### src/rtl/cla_seq_arb_pkg.sv
// Shared types and helpers for the nibble-serial CLA scheduler (cla_seq_arb).
package cla_seq_pkg;

  localparam int unsigned NIBBLE_W = 4;

  typedef enum logic [1:0] {
    StIdle,
    StAdd,
    StDone
  } state_e;

  // Number of CLA passes needed for a full-width operand.
  function automatic int unsigned nib_count(input int unsigned width);
    return width / NIBBLE_W;
  endfunction

endpackage

### src/rtl/cla_seq_arb_if.sv
// Request/response channel bundle for cla_seq_arb.
// req_sub is present only when CLA_SEQ_SUB_EN is defined.
interface cla_seq_arb_if #(
  parameter int unsigned WIDTH = 16
);

  logic [1:0]         req_valid;
  logic [1:0]         req_ready;
  logic [2*WIDTH-1:0] req_a;
  logic [2*WIDTH-1:0] req_b;
  logic [1:0]         req_cin;
`ifdef CLA_SEQ_SUB_EN
  logic [1:0]         req_sub;
`endif
  logic               rsp_valid;
  logic               rsp_ready;
  logic               rsp_id;
  logic [WIDTH-1:0]   rsp_sum;
  logic               rsp_cout;

`ifdef CLA_SEQ_SUB_EN
  modport master (
    output req_valid, req_a, req_b, req_cin, req_sub, rsp_ready,
    input  req_ready, rsp_valid, rsp_id, rsp_sum, rsp_cout
  );

  modport slave (
    input  req_valid, req_a, req_b, req_cin, req_sub, rsp_ready,
    output req_ready, rsp_valid, rsp_id, rsp_sum, rsp_cout
  );
`else
  modport master (
    output req_valid, req_a, req_b, req_cin, rsp_ready,
    input  req_ready, rsp_valid, rsp_id, rsp_sum, rsp_cout
  );

  modport slave (
    input  req_valid, req_a, req_b, req_cin, rsp_ready,
    output req_ready, rsp_valid, rsp_id, rsp_sum, rsp_cout
  );
`endif

endinterface

### src/rtl/cla_seq_arb_rr_arb2.sv
// Two-input round-robin grant logic; the priority pointer itself lives in the caller.
// advance opens the arbitration window; with it low no grant is issued.
module rr_arb2 (
  input  logic [1:0] req,
  input  logic       pointer,
  input  logic       advance,
  output logic [1:0] gnt,
  output logic       gnt_id
);

  always_comb begin
    gnt    = 2'b00;
    gnt_id = pointer;
    if (!req[pointer]) begin
      gnt_id = ~pointer;
    end
    if (advance) begin
      gnt[gnt_id] = req[gnt_id];
    end
  end

endmodule

### src/rtl/cla_seq_arb.sv
// Two-requester scheduler driving one shared 4-bit CLA over WIDTH/4 cycles.
// Define CLA_SEQ_SUB_EN to add per-requester subtract (req_sub).
module cla_seq_arb
  import cla_seq_pkg::*;
#(
  parameter int unsigned WIDTH = 16
) (
  input  logic                wb_clk_i,
  input  logic                wb_rst_n,
  cla_seq_arb_if.slave        bus,
  output logic [NIBBLE_W-1:0] cla_a,
  output logic [NIBBLE_W-1:0] cla_b,
  output logic                cla_cin,
  input  logic [NIBBLE_W-1:0] cla_s,
  input  logic                cla_cout,
  output logic                busy
);

  localparam int unsigned Nib = nib_count(WIDTH);
  localparam int unsigned KW  = (Nib > 1) ? $clog2(Nib) : 1;
  localparam logic [KW-1:0] KLast = KW'(Nib - 1);

  state_e           state_q, state_d;
  logic [KW-1:0]    k_q, k_d;
  logic [WIDTH-1:0] a_q, a_d;
  logic [WIDTH-1:0] b_q, b_d;
  logic [WIDTH-1:0] sum_q, sum_d;
  logic             cin_q, cin_d;
  logic             carry_q, carry_d;
  logic             id_q, id_d;
  logic             ptr_q, ptr_d;
  logic             op_sub;
  logic [1:0]       gnt;
  logic             gnt_id;
  logic [NIBBLE_W-1:0] b_nib;

`ifdef CLA_SEQ_SUB_EN
  logic sub_q, sub_d;
  assign op_sub = sub_q;
`else
  assign op_sub = 1'b0;
`endif

  rr_arb2 u_rr_arb2 (
    .req     (bus.req_valid),
    .pointer (ptr_q),
    .advance (state_q == StIdle),
    .gnt     (gnt),
    .gnt_id  (gnt_id)
  );

  // Subtraction is A + ~B + 1; the +1 is folded into the latched first carry-in.
  assign b_nib = op_sub ? ~b_q[NIBBLE_W*k_q +: NIBBLE_W] : b_q[NIBBLE_W*k_q +: NIBBLE_W];

  always_comb begin
    state_d = state_q;
    k_d     = k_q;
    a_d     = a_q;
    b_d     = b_q;
    sum_d   = sum_q;
    cin_d   = cin_q;
    carry_d = carry_q;
    id_d    = id_q;
    ptr_d   = ptr_q;
`ifdef CLA_SEQ_SUB_EN
    sub_d   = sub_q;
`endif
    cla_a   = '0;
    cla_b   = '0;
    cla_cin = 1'b0;

    unique case (state_q)
      StIdle: begin
        if (|gnt) begin
          state_d = StAdd;
          k_d     = '0;
          a_d     = bus.req_a[gnt_id*WIDTH +: WIDTH];
          b_d     = bus.req_b[gnt_id*WIDTH +: WIDTH];
          cin_d   = bus.req_cin[gnt_id];
          id_d    = gnt_id;
          ptr_d   = ~gnt_id;
`ifdef CLA_SEQ_SUB_EN
          sub_d   = bus.req_sub[gnt_id];
          if (bus.req_sub[gnt_id]) begin
            cin_d = 1'b1;
          end
`endif
        end
      end

      StAdd: begin
        cla_a   = a_q[NIBBLE_W*k_q +: NIBBLE_W];
        cla_b   = b_nib;
        cla_cin = (k_q == '0) ? cin_q : carry_q;
        sum_d[NIBBLE_W*k_q +: NIBBLE_W] = cla_s;
        carry_d = cla_cout;
        k_d     = k_q + 1'b1;
        if (k_q == KLast) begin
          state_d = StDone;
          k_d     = '0;
        end
      end

      StDone: begin
        if (bus.rsp_ready) begin
          state_d = StIdle;
        end
      end

      default: state_d = StIdle;
    endcase
  end

  always_ff @(posedge wb_clk_i) begin
    if (!wb_rst_n) begin
      state_q <= StIdle;
      k_q     <= '0;
      a_q     <= '0;
      b_q     <= '0;
      sum_q   <= '0;
      cin_q   <= 1'b0;
      carry_q <= 1'b0;
      id_q    <= 1'b0;
      ptr_q   <= 1'b0;
`ifdef CLA_SEQ_SUB_EN
      sub_q   <= 1'b0;
`endif
    end else begin
      state_q <= state_d;
      k_q     <= k_d;
      a_q     <= a_d;
      b_q     <= b_d;
      sum_q   <= sum_d;
      cin_q   <= cin_d;
      carry_q <= carry_d;
      id_q    <= id_d;
      ptr_q   <= ptr_d;
`ifdef CLA_SEQ_SUB_EN
      sub_q   <= sub_d;
`endif
    end
  end

  assign bus.req_ready = gnt;
  assign bus.rsp_valid = (state_q == StDone);
  assign bus.rsp_id    = id_q;
  assign bus.rsp_sum   = sum_q;
  assign bus.rsp_cout  = carry_q;
  assign busy          = (state_q != StIdle);

endmodule
### src/flat_wrapper.sv
// flat-port wrapper written by rule: the top's interface ports become plain ports
module cla_seq_arb_flat import cla_seq_pkg::*;
#(
  parameter int unsigned WIDTH = 16
)
  (wb_clk_i, wb_rst_n, cla_a, cla_b, cla_cin, cla_s, cla_cout, busy, bus_req_valid, bus_req_a, bus_req_b, bus_req_cin, bus_rsp_ready, bus_req_ready, bus_rsp_valid, bus_rsp_id, bus_rsp_sum, bus_rsp_cout);
  cla_seq_arb_if #(.WIDTH(WIDTH)) bus_i ();
  input  logic wb_clk_i;
  input  logic wb_rst_n;
  output logic [NIBBLE_W-1:0] cla_a;
  output logic [NIBBLE_W-1:0] cla_b;
  output logic cla_cin;
  input  logic [NIBBLE_W-1:0] cla_s;
  input  logic cla_cout;
  output logic busy;
  input wire logic [$bits(bus_i.req_valid)-1:0] bus_req_valid;
  input wire logic [$bits(bus_i.req_a)-1:0] bus_req_a;
  input wire logic [$bits(bus_i.req_b)-1:0] bus_req_b;
  input wire logic [$bits(bus_i.req_cin)-1:0] bus_req_cin;
  input wire logic [$bits(bus_i.rsp_ready)-1:0] bus_rsp_ready;
  output wire logic [$bits(bus_i.req_ready)-1:0] bus_req_ready;
  output wire logic [$bits(bus_i.rsp_valid)-1:0] bus_rsp_valid;
  output wire logic [$bits(bus_i.rsp_id)-1:0] bus_rsp_id;
  output wire logic [$bits(bus_i.rsp_sum)-1:0] bus_rsp_sum;
  output wire logic [$bits(bus_i.rsp_cout)-1:0] bus_rsp_cout;
  assign bus_i.req_valid = bus_req_valid;
  assign bus_i.req_a = bus_req_a;
  assign bus_i.req_b = bus_req_b;
  assign bus_i.req_cin = bus_req_cin;
  assign bus_i.rsp_ready = bus_rsp_ready;
  assign bus_req_ready = bus_i.req_ready;
  assign bus_rsp_valid = bus_i.rsp_valid;
  assign bus_rsp_id = bus_i.rsp_id;
  assign bus_rsp_sum = bus_i.rsp_sum;
  assign bus_rsp_cout = bus_i.rsp_cout;
  cla_seq_arb #(.WIDTH(WIDTH)) u_core (.wb_clk_i(wb_clk_i), .wb_rst_n(wb_rst_n), .bus(bus_i), .cla_a(cla_a), .cla_b(cla_b), .cla_cin(cla_cin), .cla_s(cla_s), .cla_cout(cla_cout), .busy(busy));
endmodule
### config.mk
export PLATFORM = sky130hd
export DESIGN_NAME = cla_seq_arb_flat
export DESIGN_NICKNAME = d
export VERILOG_FILES = /design/src/rtl/cla_seq_arb_pkg.sv /design/src/rtl/cla_seq_arb_if.sv /design/src/rtl/cla_seq_arb_rr_arb2.sv /design/src/rtl/cla_seq_arb.sv /design/src/flat_wrapper.sv
export SDC_FILE = /design/constraint.sdc
export NUM_CORES = 1
export LEC_CHECK = 0
export CAP_MARGIN = 20
export CORE_MARGIN = 4
export CORE_UTILIZATION = 48
export CTS_CLUSTER_DIAMETER = 80
export DETAILED_ROUTE_END_ITERATION = 10
export PLACE_DENSITY = 0.85
export SYNTH_ARGS = -nofsm -noshare
export SYNTH_HDL_FRONTEND = slang
export SYNTH_SLANG_ARGS = --single-unit
export TNS_END_PERCENT = 5
### constraint.sdc
create_clock -name wb_clk_i -period 5.25 [get_ports wb_clk_i]
set_clock_uncertainty 0.1 [all_clocks]
set_input_delay 1.05 -clock wb_clk_i [delete_from_list [all_inputs] [get_ports wb_clk_i]]
set_output_delay 1.05 -clock wb_clk_i [all_outputs]
set_load 0.05 [all_outputs]
**Word level (Yosys, flattened, before mapping)**

Index checks and enable logic that the tools add are counted.

- Input bits: 76
- Output and inout port bits: 31
- Bits in registers: 56

- Magnitude comparators: 3
- Bitwise gates (word level): 3
- Add/subtract/negate cells: 2
- Shifts and indexed selects: 6
- Equal/unequal tests: 6
- Multiplexer cells: 22
- Reductions and logical operators: 9

Operators with widths:

| cell | count |
|---|---|
| $shiftx 32x6->16 | 2 |
| $neg 4->34 | 1 |
| $shift 4x34->16 const A | 1 |
| $shiftx 4x34->16 | 1 |
| $shiftx 16x5->4 | 2 |
| $bwmux 16 | 1 |
| $mux 2 | 6 |
| $mux 1 | 10 |
| $mux 4 | 2 |
| $pmux 2 s3 | 1 |
| $eq 2x2->1 const B | 2 |
| $logic_not 2->1 | 2 |
| $lt 1x2->1 const B | 2 |
| $ne 2x1->1 const B | 2 |
| $pmux 2 s2 | 1 |
| $reduce_and 2->1 | 2 |
| $reduce_bool 2->1 | 2 |
| $reduce_and 3->1 | 1 |
| $add 2x1->2 const B | 1 |
| $and 2x2->2 | 1 |
| $eq 2x1->1 const B | 1 |
| $ne 2x2->1 const B | 1 |
| $not 1->1 | 2 |
| $reduce_or 2->1 | 1 |
| 3 further kinds | 3 |

**Longest topological paths before layout**

- Depth after elaboration: 12
- Mapped depth: 7

**By module**

From an unflattened synthesis, not the netlist that was laid out.

- Cell total of the unflattened synthesis: 279
- Area, all modules: 2865.2 µm²

By module, submodules not included:

| module | seq. area each (µm²) | times used | area an instance (µm²) | cells an instance |
|---|---|---|---|---|
| cla_seq_arb | 1121.1 | 1 | 2837.7 | 273 |
| rr_arb2 | 0.0 | 1 | 27.5 | 6 |

**Worst setup path after synthesis**

OpenSTA, ideal clock, no wires.

- Kind: input -> output
- From: in bus_req_valid[0]
- To: out bus_req_ready[1]
- Setup slack: 1.384 ns
- Path buffers: 2
- Arrival: 2.716 ns
- Cell stages on the path: 4
- Cell sequence: or2_1 -> buf_4 -> buf_4 -> a211oi_1

- Cells in the longest elaborated chain, start to end: 9

RTL lines:

| what | RTL line | source |
|---|---|---|
| start: declaration | flat_wrapper.sv:16 | `input wire logic [$bits(bus_i.req_valid)-1:0] bus_req_valid;` |
| $mux 1 (not written as such) (2 in series) | cla_seq_arb_rr_arb2.sv:14 | `if (!req[pointer]) begin` |
| $mux 1 | cla_seq_arb_rr_arb2.sv:14 |  |
| $lt 1x2->1 (not written as such) / $ge 1x1->1 (equally long branches) | cla_seq_arb_rr_arb2.sv:18 | `gnt[gnt_id] = req[gnt_id];` |
| $logic_and 1x1->1 (not written as such) | cla_seq_arb_rr_arb2.sv:18 |  |
| $mux 1 (not written as such) | cla_seq_arb_rr_arb2.sv:18 |  |
| $demux 1 s1 | cla_seq_arb_rr_arb2.sv:18 |  |
| $and 2x2->2 (no line) * | - |  |
| $mux 2 * | cla_seq_arb_rr_arb2.sv:17 | `if (advance) begin` |
| end: declaration | flat_wrapper.sv:21 | `output wire logic [$bits(bus_i.req_ready)-1:0] bus_req_ready;` |

Every way passes the cells marked *; elsewhere a longest branch is shown, timed or not. The select of a mux whose other input is x is not followed.

**Final worst setup path**

Same ends and word-level chain as after synthesis.

==> key figures <==
Status
  – Status: completed

CTS
  – Hold_buf cts: 0
  – Reg clk slew, reported paths: 0.10 ns
  – Clock tree buffer depth: 2
  – CTS tree: done
  – Postcts setup bufs: 0
  – CTS H-tree lvls: 2
  – Clock Tree Root: clkbuf_8
  – Total CTS buffers: 5
  – Post_cts resized: 0
  – Clock Sinks: 56
  – Worst skew pair latency: a little over 0.3 ns

Yosys
  – Cells after synthesis: ~330
  – Largest family of logic cells by synthesized area: compound AO/OA/AOI/OAI gates
  – Syn avg cell area: between 9 and 10 um2
  – Synth Area in XOR/XNOR: 0%
  – Adder-cell share of the synthesized area: approximately 2.6%
  – Top cell type's share of synthesized area: 38.11%
  – Mapped Nets: approximately 410
  – Compound-Gate Fraction of Synth Area: 27.78%
  – Top post-synthesis cells by count: dfxtp_1 (56), a21oi_1 (41), a311oi_1 (33), nand3_1 (33), o21ai_0 (32)
  – Commonest register cell after synthesis: dfxtp_1
  – FF+latch count, synth: 56
  – Seq/Total Area, Yosys: a little under two fifths
  – Yosys cell types: 37
  – Mapped cell area: roughly 0.0029 mm2
  – Cell accounting for the most synthesized area: dfxtp_1
  – Synth warnings: 0
  – Ys async rst share: 0%
  – Area contributors post-synth: dfxtp_1 (38%), a311oi_1 (9.8%), a21oi_1 (7.0%), nand3_1 (5.6%), o21ai_0 (5.4%)
  – Top-count cell post-synth: dfxtp_1
  – Simple-gate share of the synthesized area: between 15 and 20%
  – Number of synthesized flops with an enable pin: 0
  – Mux cell area share after synthesis: about 6.7%

Place
  – Final Wtd Congestion: around 0.91
  – Placed cells: ~480
  – HPWL Detailed: 5.977 mm
  – Buffers on Ports: 106

Setup path
  – Setup CP Type: input port to primary output
  – Worst Setup Start Kind: input port
  – Reg2reg start: u_core.k_q[0]$_SDFFE_PN0P_
  – Critical path arrival: just under 3 ns
  – Reg2reg path depth: 5
  – R2r setup slk: between 2 and 3 ns
  – RR Endpoint: u_core.bus.rsp_sum[1]$_SDFFE_PN0P_
  – Critical-path maximum fanout: 4
  – Crit end category: primary output
  – Worst EP required: ~4.1 ns

Routing
  – Drt first pass iters: 5
  – DR WL/cell: ~18 um
  – DR vias: approximately 2900
  – Iteration-0 DRC Markers: 167
  – Final wirelength: 8.575 mm
  – DRC viols: 0
  – Via/cell ratio: slightly above 6
  – Post-route ant nets: 0

Global routing
  – Vias in the first global route: 2841
  – Total grt overflow: 0
  – Met2 Track Usage GR: between 30% and 40%
  – Global routing's busiest layer: met2
  – GR Layer Usage met1: between 30 and 40%
  – First-pass GRT wire length: approximately 14 mm
  – Met3 Usage GRT: under 10%
  – GRT Util Overall: around 23%
  – Initial antenna violation count: 0
  – Largest net degree at the start of global routing: 55

Cells and area
  – Fin nets: slightly below 500
  – Diodes inserted: 0
  – Layout area overhead: 36.88%
  – Share of layout cells above drive strength 1: under 10%
  – Final std cells w/o fill: 485

Power and ir drop
  – Pint: approximately 700 uW
  – Peak supply drop: between 0.00015 and 0.0002 V
  – Net Sw Frac: a little under a third
  – Sw power: around 320 uW
  – PwrDens: roughly 250 mW/mm2
  – Clock network power share: a little under a quarter
  – Leakage: around 0.0014 uW
  – Reg power frac: between 40% and 50%
  – Comb pwr share: between 20% and 30%

Timing
  – Hold slack: around 0.36 ns
  – Final setup TNS: 0 ns
  – Hold Vio Cnt, Final: 0
  – Crit share post-route: between 70% and 80%
  – Max Freq: 0.2430 GHz
  – Slew HR: approximately a third
  – Post-route minimum period: 4.116 ns
  – Worst slew pin tran: roughly 1 ns
  – Final setup viols: 0
  – Final slew viol count: 0
  – RSZ-0062 raised after global routing: no

Floorplan
  – Die height: roughly 86 um
  – I/O pin count: 107
  – Die X: around 86 um
  – FP Rows: 28
  – CORE AREA: ~0.0059 mm2
  – Die Footprint: 0.007445 mm2
  – Starting Density: around 50%

Hold path
  – HP Start: u_core.bus.rsp_sum[5]$_SDFFE_PN0P_
  – Hold Crit Class: register to register
  – Worst Hold Depth: 2
  – Worst Hold End: u_core.bus.rsp_sum[5]$_SDFFE_PN0P_

Flow run
  – MaxCap Viol Count: 0
-- sequential cells by signal, summed over array words and instances, names as in the netlist --
name / cells
u_core.a_q: 16
u_core.b_q: 16
u_core.bus.rsp_sum: 16
u_core.k_q: 2
u_core.state_q: 2
u_core.bus.rsp_cout: 1
u_core.bus.rsp_id: 1
u_core.cin_q: 1
u_core.ptr_q: 1
-- logic make-up after synthesis --
family | after synthesis
simple gates | 89
mux | 9
compound gates | 126
buf+inv | 40
flops | 56
fa+ha+maj | 6
-- placed cells by master (no fill, tap or decap), drive strengths merged, types with 2 or more instances in the layout --
cell type,Yosys,layout
inv,6,6
dfxtp,56,56
clkdlybuf4s50,0,106
mux4,8,8
nand4,5,5
nand3,33,33
nor2b,2,2
a32oi,12,12
and4bb,2,2
ha,6,6
o21ai,34,34
clkbuf,6,6
nand2,8,8
or2,2,2
and2,9,9
nor2,19,19
a21oi,41,41
buf,28,4
a311oi,33,33
nand3b,4,4
o211ai,2,2
clkinv,0,2
-- critical path, cell delays in order --
cell and delay, ns:
clkdlybuf4s50_1 0.47, or2_1 0.28, a211oi_1 0.30, clkdlybuf4s50_1 0.87
-- worst max-delay path by stage --
| stage | startpoint | end | slack, ns | cells past startpoint |
|---|---|---|---|---|
| floorplan | bus_req_valid[0] | bus_req_ready[1] | 1.38 | 4 |
| detailed placement | bus_req_valid[0] | bus_req_ready[1] | 1.18 | 4 |
| global route | bus_req_valid[0] | bus_req_ready[1] | 1.07 | 4 |
| global placement | bus_req_valid[0] | bus_req_ready[1] | 1.18 | 4 |
| CTS | bus_req_valid[0] | bus_req_ready[1] | 1.18 | 4 |
| finish | bus_req_valid[0] | bus_req_ready[1] | 1.13 | 4 |
-- cell type report --
type,instances,area (um2)
fillers,491,1894
repair buffers,110,1099
clock buffers,6,82.58
flip-flops and latches,56,1121
well taps,75,93.84
multi-input cells,230,1598
clock inverters,2,10.01
inverters,6,22.52
-- metrics by stage --
step | setup slack, ns | instance area (um2) | power, uW | util (%)
2_1_floorplan | 1.384 | 2942 | 679.5 | -
3_3_place_gp | 1.179 | 3919 | 777.2 | 66.19
3_5_place_dp | 1.179 | 3919 | 784.6 | 66.19
4_1_cts | 1.180 | 4011 | 1022 | 67.75
5_1_grt | 1.067 | 4026 | 1070 | 68.01
6_report | 1.134 | 4026 | 1025 | 68.01
-- layer usage --
layer | routed length [um] | part of all wire [%]
met3 | 642 | 7.5
met1 | 3555 | 41
met5 | 0 | 0
met4 | 179 | 2.1
met2 | 4197 | 49
-- power by group through the flow --
stage	Combinational, uW	Clock [uW]	Sequential [uW]
floorplan	185	0	495
global placement	282	0	495
detailed placement	287	0	497
CTS	288	246	488
global route	314	264	492
finish	291	246	488
Power figures use the tool's default switching activity.
